<file path="src/rtl/serial_out_sequencer.sv">
// serial_out_sequencer: manual one-hot serial output mux plus an auto channel-scan engine.
// Optional SER_PARITY_EN appends one even-parity bit after each channel frame.
module serial_out_sequencer #(
    parameter int NUM_CH     = 8,
    parameter int FRAME_BITS = 12,
    parameter int CH_W       = $clog2(NUM_CH),
    parameter int BIT_W      = $clog2(FRAME_BITS + 1)
) (
    input  logic              sclk,
    input  logic              rst,
    input  logic [NUM_CH-1:0] raw_serial_out,
    input  logic              wr_serial_out,
    input  logic [NUM_CH-1:0] load_cnt_ser,
    input  logic              auto_start,
    input  logic [NUM_CH-1:0] auto_ch_mask,
    output logic              serial_out,
    output logic              busy,
    output logic              frame_valid,
    output logic [CH_W-1:0]   active_ch,
    output logic              sel_err
);

`ifdef SER_PARITY_EN
    typedef enum logic [1:0] {IDLE, SCAN, DONE, PAR} state_t;
`else
    typedef enum logic [1:0] {IDLE, SCAN, DONE} state_t;
`endif

    localparam logic [BIT_W-1:0] LAST_BIT = BIT_W'(FRAME_BITS - 1);

    state_t              r_state;
    logic [NUM_CH-1:0]   r_sel;
    logic [NUM_CH-1:0]   r_mask;
    logic [BIT_W-1:0]    r_bit;
    logic [CH_W-1:0]     r_ch;
`ifdef SER_PARITY_EN
    logic                r_par;
`endif

    logic                w_multi;
    logic [CH_W-1:0]     w_sel_idx;
    logic [NUM_CH-1:0]   w_rem;

    function automatic logic [CH_W-1:0] lowest_idx(input logic [NUM_CH-1:0] m);
        logic found;
        lowest_idx = '0;
        found      = 1'b0;
        for (int unsigned i = 0; i < NUM_CH; i++) begin
            if (m[i] && !found) begin
                lowest_idx = CH_W'(i);
                found      = 1'b1;
            end
        end
    endfunction

    assign w_multi   = (r_sel & (r_sel - NUM_CH'(1))) != '0;
    assign w_sel_idx = lowest_idx(r_sel);
    assign w_rem     = r_mask & ~(NUM_CH'(1) << r_ch);

    always_ff @(posedge sclk or posedge rst) begin
        if (rst) begin
            r_state <= IDLE;
            r_sel   <= '0;
            r_mask  <= '0;
            r_bit   <= '0;
            r_ch    <= '0;
`ifdef SER_PARITY_EN
            r_par   <= 1'b0;
`endif
        end else begin
            case (r_state)
                IDLE: begin
                    if (auto_start && auto_ch_mask != '0) begin
                        r_state <= SCAN;
                        r_mask  <= auto_ch_mask;
                        r_ch    <= lowest_idx(auto_ch_mask);
                        r_bit   <= '0;
                        r_sel   <= '0;
`ifdef SER_PARITY_EN
                        r_par   <= 1'b0;
`endif
                    end else begin
                        r_sel <= load_cnt_ser;
                    end
                end
                SCAN: begin
`ifdef SER_PARITY_EN
                    r_par <= r_par ^ raw_serial_out[r_ch];
`endif
                    if (r_bit == LAST_BIT) begin
                        r_bit  <= '0;
                        r_mask <= w_rem;
`ifdef SER_PARITY_EN
                        r_state <= PAR;
`else
                        if (w_rem == '0) r_state <= DONE;
                        else             r_ch    <= lowest_idx(w_rem);
`endif
                    end else begin
                        r_bit <= r_bit + BIT_W'(1);
                    end
                end
`ifdef SER_PARITY_EN
                // Mask bit was already cleared on the last data bit; pick the next frame here.
                PAR: begin
                    r_par <= 1'b0;
                    if (r_mask == '0) begin
                        r_state <= DONE;
                    end else begin
                        r_state <= SCAN;
                        r_ch    <= lowest_idx(r_mask);
                    end
                end
`endif
                DONE:    r_state <= IDLE;
                default: r_state <= IDLE;
            endcase
        end
    end

    always_comb begin
        serial_out = wr_serial_out;
        active_ch  = '0;
        case (r_state)
            IDLE: begin
                if (w_multi) begin
                    serial_out = 1'b0;
                end else if (r_sel != '0) begin
                    serial_out = raw_serial_out[w_sel_idx];
                    active_ch  = w_sel_idx;
                end
            end
            SCAN: begin
                serial_out = raw_serial_out[r_ch];
                active_ch  = r_ch;
            end
`ifdef SER_PARITY_EN
            PAR: begin
                serial_out = r_par;
                active_ch  = r_ch;
            end
`endif
            default: ;
        endcase
    end

    assign busy        = (r_state != IDLE);
`ifdef SER_PARITY_EN
    assign frame_valid = (r_state == SCAN) || (r_state == PAR);
`else
    assign frame_valid = (r_state == SCAN);
`endif
    assign sel_err     = (r_state == IDLE) && w_multi;

endmodule

</file>
<file path="config.mk">
export PLATFORM = sky130hd
export DESIGN_NAME = serial_out_sequencer
export DESIGN_NICKNAME = d
export VERILOG_FILES = /design/src/rtl/serial_out_sequencer.sv
export SDC_FILE = /design/constraint.sdc
export NUM_CORES = 1
export LEC_CHECK = 0
export ABC_CLOCK_PERIOD_IN_PS = 2100
export CAP_MARGIN = 15
export CORE_MARGIN = 5
export CORE_UTILIZATION = 45
export CTS_CLUSTER_SIZE = 12
export DETAILED_ROUTE_END_ITERATION = 8
export GPL_ROUTABILITY_DRIVEN = 0
export HOLD_SLACK_MARGIN = 0.08
export PLACE_DENSITY = 0.72
export SLEW_MARGIN = 5
export SYNTH_ARGS = -nofsm -noshare
export SYNTH_HDL_FRONTEND = slang
export SYNTH_SLANG_ARGS = --single-unit
export TNS_END_PERCENT = 50
</file>
<file path="constraint.sdc">
create_clock -name sclk -period 2.1 [get_ports sclk]
set_input_delay 0.42 -clock sclk [delete_from_list [all_inputs] [get_ports sclk]]
set_output_delay 0.42 -clock sclk [all_outputs]
set_load 0.03 [all_outputs]
</file>
# After elaboration in Yosys (flattened, before gate mapping)
# Cells that the tools add are included.
[totals]
ff_bits = 25
inputBits = 28
out_inout_bits = 7
elab_cells = 176
[classes]
n_addsub = 2
order_cmp = 2
eq_ne = 6
shifts = 1
mux = 102
n_bitwise = 3
n_reduce_logical = 55
[ops]
columns = ["operator", "count"]
rows = [
  ["$mux 3", 22],
  ["$mux 1", 63],
  ["$mux 8", 3],
  ["$reduce_bool 8->1", 3],
  ["$logic_and 1x1->1", 23],
  ["$logic_not 1->1", 21],
  ["$and 8x8->8", 2],
  ["$pmux 8 s2", 1],
  ["$pmux 3 s2", 2],
  ["$logic_not 8->1", 1],
  ["$lt 3x4->1 const B", 2],
  ["$mux 2", 4],
  ["$mux 4", 2],
  ["$not 8->8", 1],
  ["$pmux 4 s2", 1],
  ["$shl 1x3->8 const A", 1],
  ["$sub 8x1->8 const B", 1],
  ["$bmux 1 s3", 2],
  ["$reduce_and 3->1", 2],
  ["$add 4x1->4 const B", 1],
  ["$eq 4x4->1 const B", 1],
  ["$ne 2x1->1 const B", 2],
  ["$ne 2x2->1 const B", 2],
  ["$pmux 2 s2", 1],
  ["other kinds (6)", 7],
]

# Depth between registers and ports, before layout
# Gate-level depths: netlist (run 1).
[depth]
depth_word = 49
mapped_depth = 7
ltp_nobuf = 6

# Least setup slack after synthesis (run 1)
# OpenSTA, ideal clock, no wires.
[synth_timing]
path_type = "reg2out"
start = "register r_sel[2]"
end = "output port serial_out"
t_arrival_ps = 2170
required_ps = 1680
setup_slack_ps = -490
stages_incl_launch_ff = 6
n_path_buf = 1
path_cell_list = "dfrtp_1 buf_2 a221o_1 or4_1 a31o_1 o31ai_2"
[synth_via]
elab_chain_len = 22
elab_cells_between_ends = 31
cone_classes = "add/sub: 1; mux: 16; bitwise: 1; reduce/logical: 13"
[synth_lines]
columns = ["element", "line_no", "source"]
rows = [
  ["from (decl)", "32", "logic [NUM_CH-1:0] r_sel;"],
  ["from (signal assigned)", "83", "r_sel <= load_cnt_ser;"],
  ["$logic_and 1x1->1", "49", "if (m[i] && !found) begin"],
  ["$mux 1", "49", ""],
  ["$logic_not 1->1", "49", ""],
  ["$logic_and 1x1->1", "49", ""],
  ["$mux 1", "49", ""],
  ["$logic_not 1->1", "49", ""],
  ["$logic_and 1x1->1", "49", ""],
  ["$mux 1", "49", ""],
  ["(+6 left out)", "-", ""],
  ["$logic_not 1->1", "49", ""],
  ["$logic_and 1x1->1", "49", ""],
  ["$mux 3", "49", ""],
  ["$bmux 1 s3", "129", "serial_out = raw_serial_out[w_sel_idx];"],
  ["$mux 1 (not written as such)", "129", ""],
  ["$mux 1", "128", "end else if (r_sel != '0) begin"],
  ["$mux 1 *", "126", "if (w_multi) begin"],
  ["$pmux 1 s2 *", "124", "case (r_state)"],
  ["to (decl)", "16", "output logic serial_out,"],
]
# Mark *: on every way between the ends. The rest lies on a longest branch, timed or not. The select of a mux whose other input is x is not followed.

# Final worst setup path (run 1)
# Ends and elaborated chain as after synthesis.

==> impl_results.md, run 1 <==
- CTS tree: built
- Root buffer cell: clkbuf_8
- Cell Count Post-Placement: 358
- Count of pins on the block boundary: 35
- Predominant post-synthesis flop cell: dfrtp_1
- Setup_tns: -2.315 ns
- Slew headroom: 71.40%
- Final setup skew: 0.005744 ns
- Vias per cell: approximately 6.2
- Portion of the clock cycle consumed by the worst path in the final layout: 128.9%
- Number of distinct library cells after synthesis: 59
- H-tree level count: 1
- Minimum clock period after layout: 2.706 ns
- Xor-xnor portion of the synthesized cell area: 0%
- Count of final hold-check violations: 0
- Final layout net count: around 360
- Ys Warns: 0
- Leading cell types in the layout, fill and taps excluded: buf_4, clkdlybuf4s50_1, nor2_1, dfrtp_1, o21ai_0
- First-pass GRT wire length: 10,450 um
- Total of fill cells in the finished design: about 280
- PwrDens: 1692 mW/mm2
- Simple logic cell fraction of the synthesized area: approximately a quarter
- Actual slew at the worst max-slew pin: roughly 0.42 ns
- Critical path startpoint category: flip-flop
- Die area: 0.005729 mm2
- Fraction of the yosys area taken by sequential cells: 32.22%
- Max rail drop VDD: 0.0009542 V
- Synthesized area per cell: 8.406 um2
- Number of slew-limit violations in the final report: 0
- Post-synth EDFFs: 0
- Fraction of layout instances using a drive strength above 1: roughly 36%
- Signed area change from the synthesized netlist to the final layout: 61.60%
- Synth async-reset ratio: between 90% and 100%
- Clock insertion delay at the later pin of the skew report: 0.27 ns
- Leak: 1.343 nW
- Clock tree sinks: 25
- Worst Path Required: 1.68 ns
- Worst R2R Path Depth: 7
- Pin count of the biggest net entering global routing: 26
- Mux share of post-synthesis cell area: 4.446%
- Unrepaired setup endpoints after global routing: yes
- Clock slew at reported path FFs: 0.09 ns
- Critical R2R Capture: r_ch[2]
- Most frequent standard cell in the layout excluding fill and tap cells: buf_4
- Main combinational cell family by area after synthesis: compound AO/OA/AOI/OAI gates
- Count of standard-cell rows: 23
- Total via count after detailed routing: 2,326
- Vias in the first global route: between 2,000 and 2,500
- Cells after Synth: roughly 230
- Number of nets still failing antenna checks after routing: 0
- Fmax: 369.5 MHz
- Drt total wl: 6837 um
- Average wire per cell in the routed design: 18.18 um
- Total nets after synthesis: 260
- CTS hold repair buffers: 0
- Number of antenna violations at the first check in global routing: 0
- Outcome: finished, violations left
- Class of the tightest hold or removal check: in -> async
- # diodes: 0
- Core utilization of the finished layout: 76.79%
- Post-synthesis sequential element count: 25
- Number of design rule violations left after detail routing: 0
- Overall die width: roughly 76 um
- Core outline area: approximately 0.0041 mm2
- WP data arrival: approximately 2.3 ns
- Number of setup violations in the final report: 5
- Crit. End Element: output pin
- Post-Syn Area: 0.001942 mm2
- Violations in the final reports: setup timing
- Starting density of the core: 47.52%
- Compound-cell area share of the yosys netlist: ~33%
- Vert. Die Dim: 75.69 um
- Critical Setup Path Class: reg -> out
- Origin of the critical flop-to-flop path: r_ch[1]
- Total grt overflow: 0
- All-layer global routing usage: approximately a quarter
- Num CTS Buffers: 3
- Router iterations before antenna repair: 4
- Crit path max fanout: 5
- HPWL after detailed placement: between 4000 and 5000 um
- # Max-Cap Violations: 0
- Post-route setup slack: -0.6061 ns
- Port bufs: 34
- Drt first-iter violations: 312
- Non-Filler Instances: 376
- Maximum clock insertion buffer count: 2
- Adder-cell share of the synthesized area: less than 1%
- Reg2reg setup slack: 0.05 ns
[area by class of cell]
type                    count  area, um2  share of cell area (%)
well taps                  50      62.56                   1.994
multi-input cells         178       1420                   45.26
clock inverters             1      5.005                  0.1595
repair buffers            108      938.4                   29.90
flip-flops and latches     25      629.4                   20.06
inverters                  11      41.29                   1.316
clock buffers               3      41.29                   1.316
[cells in the mapped netlist (4+ instances only)]
cell type  number  area, um2
nand2_1         7      26.28
a22o_1         15      131.4
clkbuf_1       11      41.29
nor3_1         10      50.05
inv_1          10      37.54
a21oi_1         6      30.03
a211oi_1        4      30.03
dfrtp_1        25      625.6
nand3_1         4      20.02
nor2_1         26      97.59
o21ai_0        17      85.08
nor2b_1         8      50.05
o31ai_1         4      30.03
nor4_1          4      25.02
buf_2           5      25.02
and3_1          4      25.02
nand2b_1        4      25.02
[flip-flops by register name (all words and copies together), names as in the netlist]
name and flops:
r_mask 8, r_sel 8, r_bit 4, r_ch 3, r_state 2
[worst max path at each step]
stage                       from          to  slack [ns]  cells after the start
6_report                r_sel[2]  serial_out       -0.61                      6
5_1_grt                 r_sel[1]  serial_out       -0.67                      7
4_1_cts                 r_sel[2]  serial_out       -0.61                      7
3_5_place_dp   raw_serial_out[5]  serial_out       -0.39                      6
3_3_place_gp   raw_serial_out[5]  serial_out       -0.36                      6
2_1_floorplan           r_sel[1]  serial_out       -0.25                      5
[critical path, stage by stage (launching register included)]
cell,delay [ns]
dfrtp_2,0.46
buf_4,0.15
a221o_1,0.36
or4_1,0.48
a31o_1,0.22
o31ai_4,0.18
buf_6,0.16
[stage by stage]
stage	worst slack, ns	hold slack (ns)	power, W	cell area [um2]
after floorplan	-0.2525	0.4473	0.002869	1968
after global placement	-0.3646	0.5013	0.004107	2741
after detailed placement	-0.3944	0.5094	0.004171	2741
after CTS	-0.6110	0.5036	0.004745	2909
after global routing	-0.6659	0.5366	0.005670	3138
final	-0.6061	0.5046	0.005310	3138
[metal layers]
metal  wire, um  up-vias  track usage (%)  part of all wire, %
met5          0        -                0                    0
met4        127        0            7.379                  1.9
met3        436       14            3.298                  6.4
met2       3199       89            36.91                   47
met1       3073     1132            34.02                   45
li1           -     1091                -                    -
[timing repair]
action / CTS / global route
buffers inserted: 5 / 10
setup endpoints to repair: 13 / 19
pin swaps: 10 / 11
cloned: 0 / 0
resized for setup: 28 / 30
[kinds of logic after synthesis]
logic type | after synthesis
buffers and inverters | 28
AOI/OAI and AO/OA | 85
muxes | 6
and+or+nand+nor | 86
DFF | 25
adders and majority gates | 1
[report_power, final]
part / switching, W / total [W] / internal [W]
sequential: 0.000248 / 0.000938 / 0.000690
clock: 0.000162 / 0.000295 / 0.000133
combinational: 0.00206 / 0.00408 / 0.00202
Power figures use the tool's default switching activity.
==> run 2: changes to the inputs <==
--- a/config.mk
+++ b/config.mk
@@ -11,9 +11,10 @@
 export CORE_UTILIZATION = 45
 export CTS_CLUSTER_SIZE = 12
 export DETAILED_ROUTE_END_ITERATION = 8
+export DONT_BUFFER_PORTS = 1
 export GPL_ROUTABILITY_DRIVEN = 0
 export HOLD_SLACK_MARGIN = 0.08
-export PLACE_DENSITY = 0.72
+export PLACE_DENSITY = 0.61
 export SLEW_MARGIN = 5
 export SYNTH_ARGS = -nofsm -noshare
 export SYNTH_HDL_FRONTEND = slang
==> run 2 against run 1 <==
Against the previous run: the flow still finishes with violations (setup timing); highest routed layer unchanged; total power shrank 9.5%; clock power is essentially flat; largest power group unchanged; sequential share of layout area grew 4.4 points; first-iteration DRC count shrank 45%; critical path depth is the same; maximum frequency grew 4.0%; flip-flop and latch count is the same; design area shrank 18%; largest cell class unchanged; final cell count shrank 15%; worst hold slack lost 0.42 ns; critical path type unchanged.
==> impl_results.md, run 2 (synthesis results as in run 1) <==
- Outcome: finished, violations left (unchanged)
- Violations in the final reports: setup timing (unchanged)
- Area of the multi-input gates: 0.001346 mm2 (was 0.001420 mm2)
- Buffer and inverter count on the worst path: 1 (was 2)
- Leading cell types in the layout, fill and taps excluded: buf_4, nor2_1, dfrtp_1, o21ai_0, a22o_1 (was buf_4, clkdlybuf4s50_1, nor2_1, dfrtp_1, o21ai_0)
- Vias per cell: 6.679 (was 6.186)
- Drt first-iter violations: 172 (was 312)
- Part of the power in combinational logic: 72.7% (was 76.8%)
- Share of power burned in the clock network: 6.2% (was 5.6%)
- Class of the tightest hold or removal check: in -> async (unchanged)
- Non-Filler Instances: 321 (was 376)
- Critical Setup Path Class: reg -> out (unchanged)
- Number of nets still failing antenna checks after routing: 0 (unchanged)
- Clock slew at reported path FFs: 0.10 ns (was 0.09 ns)
- Sequential share of power: 21.1% (was 17.7%)
- Internal power contribution: 0.002536 W (was 0.002842 W)
- H-tree level count: 1 (unchanged)
- Origin of the critical flop-to-flop path: r_ch[1] (unchanged)
- Total of fill cells in the finished design: 365 (was 282)
- Number of design rule violations left after detail routing: 0 (unchanged)
- Count of final hold-check violations: 0 (unchanged)
- Post-route setup slack: -0.5025 ns (was -0.6061 ns)
- Maximum clock insertion buffer count: 2 (unchanged)
- Root buffer cell: clkbuf_8 (unchanged)
- Clock tree sinks: 25 (unchanged)
- # Max-Cap Violations: 0 (unchanged)
- Pin count of the biggest net entering global routing: 26 (unchanged)
- Num CTS Buffers: 3 (unchanged)
- CP Launch Point: r_sel[3] (was r_sel[2])
- # diodes: 0 (unchanged)
- Total via count after detailed routing: 2,144 (was 2,326)
- Actual slew at the worst max-slew pin: 0.4161 ns (was 0.4181 ns)
- Die area: 0.005729 mm2 (unchanged)
- Cell Count Post-Placement: 306 (was 358)
- Switching fraction of total power: 47.20% (was 46.48%)
- Vias in the first global route: 2,012 (was 2,148)
- Max rail drop VDD: 0.0007699 V (was 0.0009542 V)
- Worst Path Required: 1.68 ns (about the same)
- Signed area change from the synthesized netlist to the final layout: 33.05% (was 61.60%)
- Count of standard-cell rows: 23 (unchanged)
- Fmax: 384.2 MHz (was 369.5 MHz)
- Clock insertion delay at the later pin of the skew report: 0.27 ns (about the same)
- Average wire per cell in the routed design: 19.40 um (was 18.18 um)
- Number of antenna violations at the first check in global routing: 0 (unchanged)
- Overall die width: 75.69 um (unchanged)
- Count of pins on the block boundary: 35 (unchanged)
- Number of slew-limit violations in the final report: 0 (unchanged)
- CTS tree: built (unchanged)
- WP data arrival: 2.18 ns (was 2.29 ns)
- Unrepaired setup endpoints after global routing: yes (unchanged)
- Power after layout: 0.004804 W (was 0.005310 W)
- Port bufs: 0 (was 34)
- Sw power: 0.002267 W (was 0.002468 W)
- First-pass GRT wire length: 9770 um (was 10,450 um)
- CP max stage delay: 0.48 ns (about the same)
- Crit. End Element: output pin (unchanged)
- Total grt overflow: 0 (unchanged)
- CTS hold repair buffers: 0 (unchanged)
- Largest registers: r_mask: 8 flops, r_sel: 8 flops, r_bit: 4 flops (unchanged)
- Core outline area: 0.004086 mm2 (unchanged)
- Final layout net count: 301 (was 356)
- Starting density of the core: 47.52% (unchanged)
- Critical path startpoint category: flip-flop (unchanged)
- Leak: 1.090 nW (was 1.343 nW)
- Final setup skew: 0.007259 ns (was 0.005744 ns)
- Most frequent standard cell in the layout excluding fill and tap cells: buf_4 (unchanged)
- Critical-path cell with the highest stage delay: or4_1 (unchanged)
- Number of setup violations in the final report: 5 (unchanged)
- Core utilization of the finished layout: 63.23% (was 76.79%)
- Vert. Die Dim: 75.69 um (unchanged)
- Portion of the clock cycle consumed by the worst path in the final layout: 123.9% (was 128.9%)
- PwrDens: 1859 mW/mm2 (was 1692 mW/mm2)
- Router iterations before antenna repair: 5 (was 4)
- Drt total wl: 6227 um (was 6837 um)
- Dominant delay contributor by cell family on the critical path: compound AO/OA/AOI/OAI gates (unchanged)
- Crit path max fanout: 5 (unchanged)
- Sequential standard cell area: 631.9 um2 (was 629.4 um2)
- Minimum clock period after layout: 2.603 ns (was 2.706 ns)
- HPWL after detailed placement: 4484 um (was 4648 um)
- All-layer global routing usage: 22.00% (was 23.68%)
- Fraction of layout instances using a drive strength above 1: 33.58% (was 35.58%)
- Crit path cell chain: nor2_1 -> a221o_1 -> or4_1 -> a31o_1 -> o31ai_4 -> buf_6 (was buf_4 -> a221o_1 -> or4_1 -> a31o_1 -> o31ai_4 -> buf_6)
- Slew headroom: 72.04% (was 71.40%)
==> run 2: cell types whose count changed in the layout (fill, tap and decap cells not counted), sizes merged <==
| cell | delta |
|---|---|
| clkbuf | +1 |
| dlygate4sd2 | -1 |
| dlymetal6s2s | -1 |
| buf | -27 |
| clkinv | -1 |
| clkinvlp | +1 |
| clkdlybuf4s50 | -27 |
==> run 2: final timing paths <==
| kind | end | slack [ns] | cells past startpoint |
|---|---|---|---|
| setup / recovery | serial_out | -0.50 | 6 |
| hold / removal | r_bit[2] | 0.08 | 2 |
| setup reg to reg | r_ch[2] | 0.08 | 6 |
| hold reg to reg | r_bit[0] | 0.54 | 1 |
| max in group asynchronous | r_sel[2] | 1.74 | 2 |
| min in group sclk | r_mask[5] | 0.27 | 1 |
==> run 2: layer usage <==
layer | vias up | part of all wire [%] | GRT usage [%]
li1 | 975 | - | -
met1 | 1040 | 44 | 32.08
met4 | 0 | 1.4 | 5.631
met5 | - | 0 | 0
met2 | 117 | 45 | 33.17
met3 | 12 | 9.9 | 4.617
==> run 2: layout make-up <==
cell class,count,share of cell area [%]
Tap cell,50,2.421
Sequential cell,25,24.46
Timing Repair Buffer,53,17.48
Multi-Input combinational cell,178,52.11
Inverter,11,1.743
Clock inverter,1,0.1937
Clock buffer,3,1.598
==> run 2: what timing repair did <==
| item | 4_1_cts | 5_1_grt |
|---|---|---|
| cloned | 0 | 1 |
| setup endpoints to repair | 5 | 17 |
| gates resized for setup | 11 | 25 |
| pin swaps | 4 | 4 |
| buffers inserted | 2 | 9 |
==> run 2: power by group through the flow <==
| stage | combinational [W] | sequential [W] | clock, W |
|---|---|---|---|
| 6_report | 0.00349 | 0.00101 | 0.000297 |
| 5_1_grt | 0.00374 | 0.00105 | 0.000328 |
| 4_1_cts | 0.00306 | 0.000982 | 0.000304 |
| 3_5_place_dp | 0.00290 | 0.000989 | 0 |
| 3_3_place_gp | 0.00282 | 0.000964 | 0 |
| 2_1_floorplan | 0.00203 | 0.000835 | 0 |
==> run 2: worst register-to-register path, stage by stage (launching register included) <==
cell and delay (ns):
dfrtp_2 0.50, buf_6 0.17, o31a_1 0.27, a2bb2oi_1 0.15, nor4_2 0.39, a21oi_2 0.12, mux2_1 0.32
==> run 2: stage by stage <==
stage                     worst slack, ns  hold WS, ns  cell area (um2)  setup TNS, ns
final                             -0.5025      0.08395             2584         -1.819
after global routing              -0.5817       0.1095             2584         -2.133
after CTS                         -0.4745      0.09869             2391         -1.839
after detailed placement          -0.2981       0.3955             2276        -0.7128
after global placement            -0.2355       0.3869             2276        -0.5835
after floorplan                   -0.2525       0.4473             1968        -0.6959
